[src/rtl/clint_responder.sv]
// -----------------------------------------------------------------------------
// clint_responder
//   Core-local interruptor (CLINT) register responder for a single hart.
//   Exposes msip, mtimecmp and mtime behind a simple valid/ready request /
//   response bus with one-cycle response latency, and generates the machine
//   timer and software interrupt levels.
//
//   Parameters
//     BASE      base byte address of the register window
//     TICK_DIV  clock cycles per mtime increment (1..65535)
//
//   Ports
//     clock       rising-edge clock for all state
//     reset       asynchronous active-high reset
//     req_valid   request present            req_ready   request accepted (IDLE)
//     req_wen     1 = write, 0 = read        req_addr    byte address
//     req_wdata   write data                 req_wmask   per-bit write mask
//     resp_valid  response present (RESP)    resp_ready  initiator takes response
//     resp_rdata  read data (0 for writes / errors)
//     resp_err    unmapped or misaligned access
//     timer_irq   registered (mtime >= mtimecmp)
//     soft_irq    msip bit 0
// -----------------------------------------------------------------------------
module clint_responder #(
  parameter logic [63:0] BASE     = 64'h0000_0000_0200_0000,
  parameter int unsigned TICK_DIV = 1
) (
  input  logic        clock,
  input  logic        reset,
  input  logic        req_valid,
  output logic        req_ready,
  input  logic        req_wen,
  input  logic [63:0] req_addr,
  input  logic [63:0] req_wdata,
  input  logic [63:0] req_wmask,
  output logic        resp_valid,
  input  logic        resp_ready,
  output logic [63:0] resp_rdata,
  output logic        resp_err,
  output logic        timer_irq,
  output logic        soft_irq
);

  localparam logic [63:0] ADDR_MSIP     = BASE;
  localparam logic [63:0] ADDR_MTIMECMP = BASE + 64'h4000;
  localparam logic [63:0] ADDR_MTIME    = BASE + 64'hBFF8;
  localparam logic [15:0] PRESC_MAX     = 16'(TICK_DIV - 1);

  typedef enum logic {S_IDLE, S_RESP} state_t;

  state_t      state_q, state_d;
  logic [15:0] presc_q, presc_d;
  logic [63:0] mtime_q, mtime_d;
  logic [63:0] mtimecmp_q, mtimecmp_d;
  logic        msip_q, msip_d;
  logic [63:0] resp_rdata_q, resp_rdata_d;
  logic        resp_err_q, resp_err_d;
  logic        timer_irq_q, timer_irq_d;

  logic        aligned;
  logic        hit_msip, hit_cmp, hit_time, hit_any;
  logic        tick;

  // Masked read-modify-write merge shared by all writable registers.
  function automatic logic [63:0] wmerge(input logic [63:0] old_v,
                                         input logic [63:0] wdata,
                                         input logic [63:0] wmask);
    return (old_v & ~wmask) | (wdata & wmask);
  endfunction

  always_comb begin
    aligned  = (req_addr[2:0] == 3'b000);
    hit_msip = aligned && (req_addr == ADDR_MSIP);
    hit_cmp  = aligned && (req_addr == ADDR_MTIMECMP);
    hit_time = aligned && (req_addr == ADDR_MTIME);
    hit_any  = hit_msip || hit_cmp || hit_time;

    // The prescaler free-runs independent of bus traffic; with TICK_DIV=1
    // it sits at 0 and every cycle is a tick.
    tick    = (presc_q == PRESC_MAX);
    presc_d = tick ? 16'd0 : presc_q + 16'd1;

    state_d      = state_q;
    mtime_d      = tick ? mtime_q + 64'd1 : mtime_q;
    mtimecmp_d   = mtimecmp_q;
    msip_d       = msip_q;
    resp_rdata_d = resp_rdata_q;
    resp_err_d   = resp_err_q;

    if (state_q == S_IDLE) begin
      if (req_valid) begin
        state_d      = S_RESP;
        resp_err_d   = !hit_any;
        resp_rdata_d = 64'd0;
        if (!req_wen) begin
          // Read data is the pre-edge register value, not the incremented one.
          if (hit_msip)      resp_rdata_d = {63'd0, msip_q};
          else if (hit_cmp)  resp_rdata_d = mtimecmp_q;
          else if (hit_time) resp_rdata_d = mtime_q;
        end else begin
          if (hit_msip)
            msip_d = (msip_q & ~req_wmask[0]) | (req_wdata[0] & req_wmask[0]);
          if (hit_cmp)
            mtimecmp_d = wmerge(mtimecmp_q, req_wdata, req_wmask);
          // A bus write to mtime overrides the same-edge increment.
          if (hit_time)
            mtime_d = wmerge(mtime_q, req_wdata, req_wmask);
        end
      end
    end else begin
      if (resp_ready) begin
        state_d      = S_IDLE;
        resp_rdata_d = 64'd0;
        resp_err_d   = 1'b0;
      end
    end

    // Compares the current register contents, so the interrupt follows the
    // condition by one cycle.
    timer_irq_d = (mtime_q >= mtimecmp_q);
  end

  always_ff @(posedge clock or posedge reset) begin
    if (reset) begin
      state_q      <= S_IDLE;
      presc_q      <= 16'd0;
      mtime_q      <= 64'd0;
      mtimecmp_q   <= 64'hFFFF_FFFF_FFFF_FFFF;
      msip_q       <= 1'b0;
      resp_rdata_q <= 64'd0;
      resp_err_q   <= 1'b0;
      timer_irq_q  <= 1'b0;
    end else begin
      state_q      <= state_d;
      presc_q      <= presc_d;
      mtime_q      <= mtime_d;
      mtimecmp_q   <= mtimecmp_d;
      msip_q       <= msip_d;
      resp_rdata_q <= resp_rdata_d;
      resp_err_q   <= resp_err_d;
      timer_irq_q  <= timer_irq_d;
    end
  end

  assign req_ready  = (state_q == S_IDLE);
  assign resp_valid = (state_q == S_RESP);
  assign resp_rdata = resp_rdata_q;
  assign resp_err   = resp_err_q;
  assign timer_irq  = timer_irq_q;
  assign soft_irq   = msip_q;

endmodule

[config.mk]
export PLATFORM = sky130hd
export DESIGN_NAME = clint_responder
export DESIGN_NICKNAME = d
export VERILOG_FILES = /design/src/rtl/clint_responder.sv
export SDC_FILE = /design/constraint.sdc
export NUM_CORES = 1
export LEC_CHECK = 0
export CAP_MARGIN = 5
export CORE_MARGIN = 2
export CORE_UTILIZATION = 55
export DETAILED_ROUTE_END_ITERATION = 6
export GPL_TIMING_DRIVEN = 0
export PLACE_DENSITY = 0.91
export SYNTH_ARGS = -nofsm -noshare
export SYNTH_HDL_FRONTEND = slang
export SYNTH_SLANG_ARGS = --single-unit
[constraint.sdc]
create_clock -name clock -period 12.3 [get_ports clock]
set_input_delay 2.46 -clock clock [delete_from_list [all_inputs] [get_ports clock]]
set_output_delay 2.46 -clock clock [all_outputs]
set_load 0.01 [all_outputs]
== Yosys cells after proc, flatten, opt, wreduce, memory -nomap -nowiden ==
Index checks and enable logic that the tools add are counted.

* Register bits after elaboration: 212
* Input bits: 197
* Word-level logic and storage cells: 57

* Equality and inequality tests: 4
* Muxes and demuxes: 19
* Reductions and logical operators: 12
* $add $sub $neg: 2
* Magnitude comparators: 1
* Bitwise operators: 11

{| class="wikitable"
|+ Operator list
! kind !! count
|-
| 64-bit 2-to-1 mux || 12
|-
| 64-bit AND || 3
|-
| 64-bit by 26-bit equality test with 1-bit output (second input constant) || 3
|-
| 64-bit OR || 2
|-
| 64-bit by 1-bit adder with 64-bit output (second input constant) || 1
|-
| 64-bit greater-or-equal comparator || 1
|-
| 64-bit inverter || 1
|-
| 16-bit by 1-bit adder with 16-bit output (second input constant) || 1
|-
| 16-bit logical NOT || 1
|-
| 16-bit 2-to-1 mux || 1
|-
| 4-bit AND reduction || 2
|-
| 1-bit 2-to-1 mux || 6
|-
| 1-bit logical AND || 3
|-
| 3-bit logical NOT || 1
|-
| 1-bit AND || 2
|-
| 1-bit logical OR || 2
|-
| 2-bit inequality test (second input constant) || 1
|-
| 1-bit inverter || 2
|-
| 2-bit AND reduction || 1
|-
| 2-bit nonzero test || 1
|-
| 1-bit logical NOT || 1
|-
| 1-bit OR || 1
|}

== Depth between registers and ports, before layout ==
Gate-level depths: netlist of the first run.

* Depth in word-level cells: 8
* Gate-level depth with buffers: 10

== Least setup slack after synthesis of the first run ==
No wires, ideal clock.

* Path type: input to register
* Start: input port req_addr[33]
* End: register with a tool-made name
* Data arrival time: 4553 ps
* Path buffers: 2
* Stages: 8
* Setup time: 85 ps
* Setup slack: 7662 ps
* Cells stage by stage: nor4_1 -> nand4_1 -> or4_1 -> buf_2 -> nor4_4 -> buf_6 -> nand2_1 -> mux2_1

{| class="wikitable"
|+ RTL lines
! item !! line !! RTL
|-
| start, declared || 33 || <nowiki>input logic [63:0] req_addr,</nowiki>
|}

==> flow_summary.ini, run 1 <==
[logic_synthesis]
post_synth_num_cell_types = 62
synth-edff-count = 0
avgSynthCellArea_um2 = 10.04
synth_top_family_by_area = compound AO/OA/AOI/OAI gates
synth_simple_gate_area_frac = 0.1682
muxShareOfSynthArea = 0.05992
synthArstFlopShare = 1.000
netlist_area_um2 = 12530
synth_nets = 1512
synthAdderAreaFrac = 0.06691
synth_warnings = 0
ys_seq_area_frac = 0.4298
synth_cells = 1248
synth_compound_area_frac = 0.2152
ys.flop_type = dfrtp_1
ys_ff_latch = 212
synth_xor_area_frac = 0.009786

[pwr]
leakagePower_nw = 7.333
vdd_drop_max_uv = 65.26
power_w = 0.001562
power.density_nw_per_um2 = 95.38

[floorplan]
start_util = 0.5568
core_um2 = 22500
die_width_um = 154.9
die_area_um2 = 24000
fp.dieH_um = 154.9
io_pins = 266
rows = 55

[clock_tree]
cts_tree = done
clock_latency_ps = 520
htreeDepth = 1
clk_pin_slew_worst_paths_ps = 70
cts_sinks = 212
cts_resized = 0
cts_buffer_depth = 3
cts-root-buf = clkbuf_16
holdBufCountCts = 0
post_cts_buffers = 0
numCtsBuffers = 23

[setup_path]
critPathBufInv = 3
crit_top_cell = nor4_1
critPathMaxStageDelay_ps = 820
arrival_ps = 6420
worst_path_max_delay_cell = nor4_1
cp_max_fo = 10
cp.depth = 9
critPathLaunchType = input port
critPathRequiredTime_ps = 12660
critical_path.cell_chain = clkdlybuf4s50_1 -> nor4_1 -> nand4_1 -> nor4_1 -> buf_2 -> nand3_1 -> clkbuf_1 -> o221ai_1 -> o311ai_0
path_class = in -> reg
endpoint_kind = register
critPathTopFamily = simple AND/OR/NAND/NOR gates
ff2ff_path_depth = 8

[timing]
slew_viol_final = 0
hold_viol_final = 0
fin_setup_tns_ps = 0
worstMarginPinSlew_ps = 1142
skew_ps = 14.58
fin_crit_ps = 6063
rsz0062_at_grt = no
finalSetupViolCount = 0
fin_crit_sh = 0.4929
relSlewSlack = 0.2338
fin_hold_ws_ps = 495.5
fmax_mhz = 164.9

[run]
cap_violations = 0

[routing]
dr.pass1.iters = 5
viasPerCell = 6.719
wl_um = 43660
dr_total_vias = 12370
post_drt_wl_per_cell_um = 23.71
drc = 0
drt_iter0_drc = 1229
antenna_left = 0

[final_layout]
fillers = 1563
layout_common_cells = clkdlybuf4s50_1 (265), dfrtp_1 (148), nand2_1 (120)
layout_commonest_cell = clkdlybuf4s50_1
area_delta_synth_final_pct = 30.74
drive_above_1_share = 0.1028
nets = 1804
antenna_cells = 0

[placed_design]
place_hpwl_um = 31490
io_buffers = 265
gp_congestion = 0.9632

[min_path]
hp-class = reg -> reg
hold_depth = 1

[global_route]
antenna_found_initial = 0
grt_use_total = 0.3596
grt_max_degree = 116
grt_pass1_wl_um = 67630
grt_pass1_vias = 12450
grt-ovfl-total = 0

[outcome]
status = complete, no violations
## power breakdown
part           switching, W  internal, W  total (W)
clock network      0.000295     0.000442   0.000736
logic             0.0000601    0.0000654   0.000126
registers        0.00000106     0.000700   0.000701
total              0.000356      0.00121    0.00156
## final cells by class
cell class	count	area, um^2	area share
clock inverter	9	125.1	0.007638
timing repair buffer	267	2693	0.1644
sequential	212	5385	0.3288
tap	285	356.6	0.02177
multi-input combinational	886	6515	0.3977
buffer	57	280.3	0.01711
clock buffer	32	669.4	0.04086
inverter	93	356.6	0.02177
## metrics by stage
step	area, um^2	util	instances	worst slack, ps
2_1_floorplan	12530	-	1248	4152
3_3_place_gp	15540	0.6905	1798	1430
3_5_place_dp	15570	0.6921	1799	5896
4_1_cts	16370	0.7274	1840	6430
5_1_grt	16380	0.7279	1841	6108
6_report	16380	0.7279	1841	6237
## cell usage after synthesis (12+ instances only)
library cell | instances | area (um^2)
dfrtp_1 | 148 | 3704
nand2_1 | 120 | 450.4
inv_1 | 93 | 349.1
ha_1 | 67 | 838.3
a21o_1 | 66 | 495.5
dfstp_2 | 64 | 1682
a22o_1 | 63 | 551.8
mux2_1 | 50 | 563.0
nand4_1 | 37 | 231.5
a21oi_1 | 36 | 180.2
nand3_1 | 34 | 170.2
nor3b_1 | 34 | 255.2
a211oi_1 | 33 | 247.7
and3_1 | 29 | 181.4
clkbuf_1 | 29 | 108.9
nor2_1 | 29 | 108.9
nor3_1 | 25 | 125.1
nor4_1 | 25 | 156.4
o21ai_0 | 25 | 125.1
buf_2 | 23 | 115.1
a31oi_1 | 21 | 131.4
a311oi_1 | 19 | 166.4
a221oi_1 | 18 | 157.7
and4_1 | 18 | 157.7
and2_1 | 17 | 106.4
a31o_2 | 15 | 131.4
mux2i_1 | 12 | 120.1
## worst paths after layout
check                              from             end  slack, ps
setup / recovery           req_addr[57]        register       6240
hold / removal              presc_q[15]     presc_q[15]        500
setup reg to reg             presc_q[8]        register       8750
hold reg to reg             presc_q[15]     presc_q[15]        500
max in group asynchronous         reset       async pin       8810
min in group asynchronous         reset  resp_rdata[12]       2510
## routing by layer
layer | vias up | share of wire | GRT usage
met2 | 860 | 0.45 | 0.5651
met4 | 0 | 0.059 | 0.2006
met1 | 5965 | 0.38 | 0.4705
met3 | 203 | 0.11 | 0.06908
li1 | 5341 | - | -
met5 | - | 0 | 0
## cell families (layout without fill, tap and decap cells)
family	Yosys count	after routing
and+or+nand+nor	387	387
AOI/OAI and AO/OA	350	350
DFF	212	212
buffers and inverters	150	458
muxes	68	68
adders and majority gates	67	67
xor gates and xnor gates	14	14
Power figures use the tool's default switching activity.
==> inputs of run 2 (changes only) <==
Settings changed: CORE_UTILIZATION 55 to 52, PLACE_DENSITY 0.91 to 0.87.
Clock period 12.3 ns to 5.81 ns, I/O delays scaled along.
==> run 2 against run 1 <==
Net effect: the flow now finishes with violations (design-rule violations); non-clock buffer count up 3; combinational power grew 120%; count of clock-buffer cells in the layout did not move; sequential share of layout area shrank 0.28 points; die area rose by 5.6%; flip-flop and latch count stayed put; total power up 120%; via count shrank 1.4%; wire length grew 0.56%; utilization fell by 2.6 points; first-iteration DRC count is 3.0% lower; cell area grew 0.86%.
==> flow_summary.ini, run 2 (synthesis results as in run 1) <==
[global_route]
grt_pass1_wl_um = 69190
grt-ovfl-total = 0
antenna_found_initial = 0
grt_pass1_vias = 12520
grt_max_degree = 43
grt_use_total = 0.3436

[setup_path]
ff2ff_path_depth = 10
worstSetupStartpoint = req_addr[50]
critPathRequiredTime_ps = 6150
critPathLaunchType = input port
cp_max_fo = 10
endpoint_kind = register
arrival_ps = 4980
path_class = in -> reg
worstReg2RegStart = presc_q[0]

[clock_tree]
cts-root-buf = clkbuf_16
cts_tree = done
cts_sinks = 212
clock_latency_ps = 530
htreeDepth = 1
clk_pin_slew_worst_paths_ps = 60
holdBufCountCts = 0
cts_resized = 0
post_cts_buffers = 0
numCtsBuffers = 24
cts_buffer_depth = 3

[timing]
fmax_mhz = 215.6
skew_ps = 12.35
rsz0062_at_grt = no
fin_setup_tns_ps = 0
worstMarginPinSlew_ps = 1273
hold_viol_final = 0
relSlewSlack = 0.1295
fin_crit_sh = 0.7981
finalSetupViolCount = 0
slew_viol_final = 0
fin_ws_ps = 1173
fin_hold_ws_ps = 479.9
fin_crit_ps = 4637

[routing]
wl_um = 43900
dr_total_vias = 12200
dr.pass1.iters = 7
viasPerCell = 6.482
drt_iter0_drc = 1192
post_drt_wl_per_cell_um = 23.33
drc = 2
antenna_left = 0

[placed_design]
dp_slack_ps = 796.1
gp_congestion = 0.9542
place_hpwl_um = 32330
io_buffers = 265

[min_path]
hp-class = reg -> reg
hold_depth = 1
min_from = presc_q[15]

[floorplan]
core_um2 = 23540
die_area_um2 = 25350
rows = 56
io_pins = 266
die_width_um = 159.2
fp.dieH_um = 159.2
start_util = 0.5322

[final_layout]
layout_commonest_cell = clkdlybuf4s50_1
layout_common_cells = clkdlybuf4s50_1 (265), dfrtp_1 (148), nand2_1 (120)
nets = 1808
area_delta_synth_final_pct = 31.86
drive_above_1_share = 0.1082

[pwr]
power.density_nw_per_um2 = 203.4
vdd_drop_max_uv = 186.3
leakagePower_nw = 7.365

[run]
cap_violations = 0

[outcome]
failed_checks = design-rule violations
status = finished with violations
[run 2: changes by cell type in the layout (fill, tap and decap cells not counted), sizes merged]
cell          previous run  this run
bufinv                   3         2
buf                     29        33
clkinv                   4         7
diode                    0         1
clkinvlp                 2         3
dlymetal6s2s             1         0
[run 2: where the power goes]
part | internal (W) | leakage, nW | switching [W]
registers | 0.00148 | 2.62 | 0.00000236
clock network | 0.000952 | 0.414 | 0.000655
logic | 0.000143 | 4.33 | 0.000128
total | 0.00258 | 7.37 | 0.000785
[run 2: area by class of cell]
| type | count | area, um^2 |
|---|---|---|
| Inverter | 93 | 352.8 |
| Clock buffer | 32 | 711.9 |
| Sequential cell | 212 | 5385 |
| Tap cell | 319 | 399.1 |
| Buffer | 57 | 280.3 |
| Fill cell | 1734 | 7022 |
| Clock inverter | 12 | 121.4 |
| Timing Repair Buffer | 270 | 2753 |
| Antenna cell | 1 | 2.502 |
| Multi-Input combinational cell | 886 | 6515 |
[run 2: final timing paths]
path | slack (ps) | to
setup / recovery | 1170 | register
hold / removal | 480 | presc_q[15]
setup reg to reg | 2070 | register
hold reg to reg | 480 | presc_q[15]
max in group asynchronous | 3570 | async pin
min in group asynchronous | 1040 | async pin
[run 2: metal layers]
layer | up-vias | GRT usage | wire (um)
met1 | 5929 | 0.4419 | 17040
met5 | - | 0 | 0
met3 | 191 | 0.07606 | 4245
met4 | 0 | 0.1777 | 2471
li1 | 5345 | - | -
met2 | 734 | 0.5470 | 20140
[run 2: stage by stage]
| stage | total power (W) | utilization | cell area (um^2) | instances |
|---|---|---|---|---|
| 4_1_cts | 0.003359 | 0.7016 | 16520 | 1881 |
| 6_report | 0.003361 | 0.7017 | 16520 | 1882 |
| 3_5_place_dp | 0.001775 | 0.6662 | 15690 | 1837 |
| 3_3_place_gp | 0.001764 | 0.6620 | 15580 | 1832 |
| 2_1_floorplan | 0.001568 | - | 12530 | 1248 |
| 5_1_grt | 0.003437 | 0.7016 | 16520 | 1881 |
[run 2: critical path, cell delays in order]
cell and delay (ps):
clkdlybuf4s50_1 400, nor4_1 470, nand4_1 170, nor4_1 790, buf_2 400, buf_2 300, nand2_1 290, clkbuf_1 540
nor3b_1 360, a211oi_1 80
==> inputs of run 3 (changes only) <==
Clock period 5.81 ns to 4.44 ns, I/O delays scaled along.
==> run 3 against run 2 <==
Net effect: first-iteration DRC count shrank 3.1%; combinational power up 31%; the run now ends clean; sequential share of layout area barely moved; cell area is essentially flat; count of clock-buffer cells in the layout unchanged; die area unchanged; sequential power increased by 31%; total power rose by 31%; final cell count unchanged.
==> flow_summary.ini, run 3 (synthesis results as in run 1) <==
[setup_path]
critPathMaxStageDelay_ps = 610
arrival_ps = 4490
critical_path.cell_chain = clkdlybuf4s50_1 -> nor4_1 -> nand4_1 -> nor4_2 -> buf_2 -> nand3_1 -> clkbuf_1 -> o221ai_1 -> o311ai_0
critPathLaunchType = input port
worst_path_max_delay_cell = clkbuf_1
endpoint_kind = register
r2r_setup_slack_ps = 780
critPathRequiredTime_ps = 4830
path_class = in -> reg
cp_max_fo = 10

[routing]
wl_um = 44080
dr_total_vias = 12240
antenna_left = 0
drc = 0
drt_iter0_drc = 1155
dr.pass1.iters = 5
post_drt_wl_per_cell_um = 23.42
viasPerCell = 6.502

[global_route]
grt_pass1_wl_um = 69190
grt_pass1_vias = 12520
antenna_found_initial = 0
grt-ovfl-total = 0
grt_use_total = 0.3436
grt_max_degree = 43

[min_path]
hp-class = reg -> reg

[clock_tree]
cts-root-buf = clkbuf_16
htreeDepth = 1
cts_tree = done
cts_buffer_depth = 3
clock_latency_ps = 530
clk_pin_slew_worst_paths_ps = 60
cts_sinks = 212
numCtsBuffers = 24
post_cts_buffers = 0

[outcome]
status = complete, no violations

[placed_design]
io_buffers = 265
dpl-instance-area_um2 = 15690
gp_congestion = 0.9542
place_hpwl_um = 32330

[timing]
fin_crit_sh = 0.9237
finalSetupViolCount = 0
fin_crit_ps = 4101
slew_viol_final = 0
relSlewSlack = 0.1476
skew_ps = 14.18
worstMarginPinSlew_ps = 1246
fmax_mhz = 243.8
rsz0062_at_grt = no
fin_hold_ws_ps = 481.6
hold_viol_final = 0

[floorplan]
die_width_um = 159.2
core_um2 = 23540
fp.dieH_um = 159.2
die_area_um2 = 25350
start_util = 0.5322
rows = 56
io_pins = 266

[pwr]
power.density_nw_per_um2 = 266.4
leakagePower_nw = 7.365
vdd_drop_max_uv = 243.8

[final_layout]
nets = 1808
drive_above_1_share = 0.1095
area_delta_synth_final_pct = 31.96
layout_commonest_cell = clkdlybuf4s50_1
fillers = 1734
design_area_um2 = 16530
layout_common_cells = clkdlybuf4s50_1 (265), dfrtp_1 (148), nand2_1 (120)
final_util = 0.7023

[run]
cap_violations = 0
run 3: cell counts in the layout (fill, tap and decap cells not counted):
No cell type changed its count.
run 3: power breakdown:
group / internal (W) / total (W) / switching, W
Clock: 0.00125 / 0.00211 / 0.000863
Sequential: 0.00194 / 0.00194 / 0.00000309
Combinational: 0.000187 / 0.000355 / 0.000168
Total: 0.00337 / 0.00440 / 0.00103
run 3: area by class of cell:
cell class              instances  area [um^2]  share of cell area
multi-input cells             886         6528              0.3948
inverters                      93        352.8             0.02134
well taps                     319        399.1             0.02414
repair buffers                270         2753              0.1665
flip-flops and latches        212         5385              0.3257
diodes                          1        2.502           0.0001514
clock buffers                  32        711.9             0.04306
clock inverters                12        121.4            0.007341
plain buffers                  57        280.3             0.01695
run 3: final timing paths:
check,start,end,cells after the start
max,req_addr[50],register,9
min reg2reg,presc_q[15],presc_q[15],1
max in group asynchronous,reset,async pin,5
max reg2reg,presc_q[0],register,10
min in group asynchronous,reset,async pin,2
min,presc_q[15],presc_q[15],1
run 3: layer usage:
layer  routed length, um  vias to the layer above  part of all wire  global-route usage
met1               16990                     5935              0.39              0.4419
met2               20210                      763              0.46              0.5470
met5                   0                        -                 0                   0
met4                2545                        0             0.058              0.1777
li1                    -                     5343                 -                   -
met3                4337                      196             0.098             0.07606
run 3: timing repair:
item / CTS / global route
endpoints found under the setup margin: 0 / 5
resized for setup: 0 / 2
hold buffers: 0 / 0
run 3: worst max-delay path: cells and delay by family:
family / cells / cell delay (ps)
AO/OA/AOI/OAI: 2 / 500
buffers and inverters: 3 / 1380
AND/OR/NAND/NOR: 4 / 1710
run 3: stage by stage:
stage / TNS [ps] / setup WS [ps] / total power, W / cells
6_report: 0 / 338.7 / 0.004404 / 1882
5_1_grt: 0 / 266.2 / 0.004497 / 1881
4_1_cts: 0 / 215.5 / 0.004395 / 1881
3_5_place_dp: -5884 / -299.9 / 0.002323 / 1837
3_3_place_gp: -131810 / -865.1 / 0.002308 / 1832
2_1_floorplan: 0 / 848.1 / 0.002051 / 1248
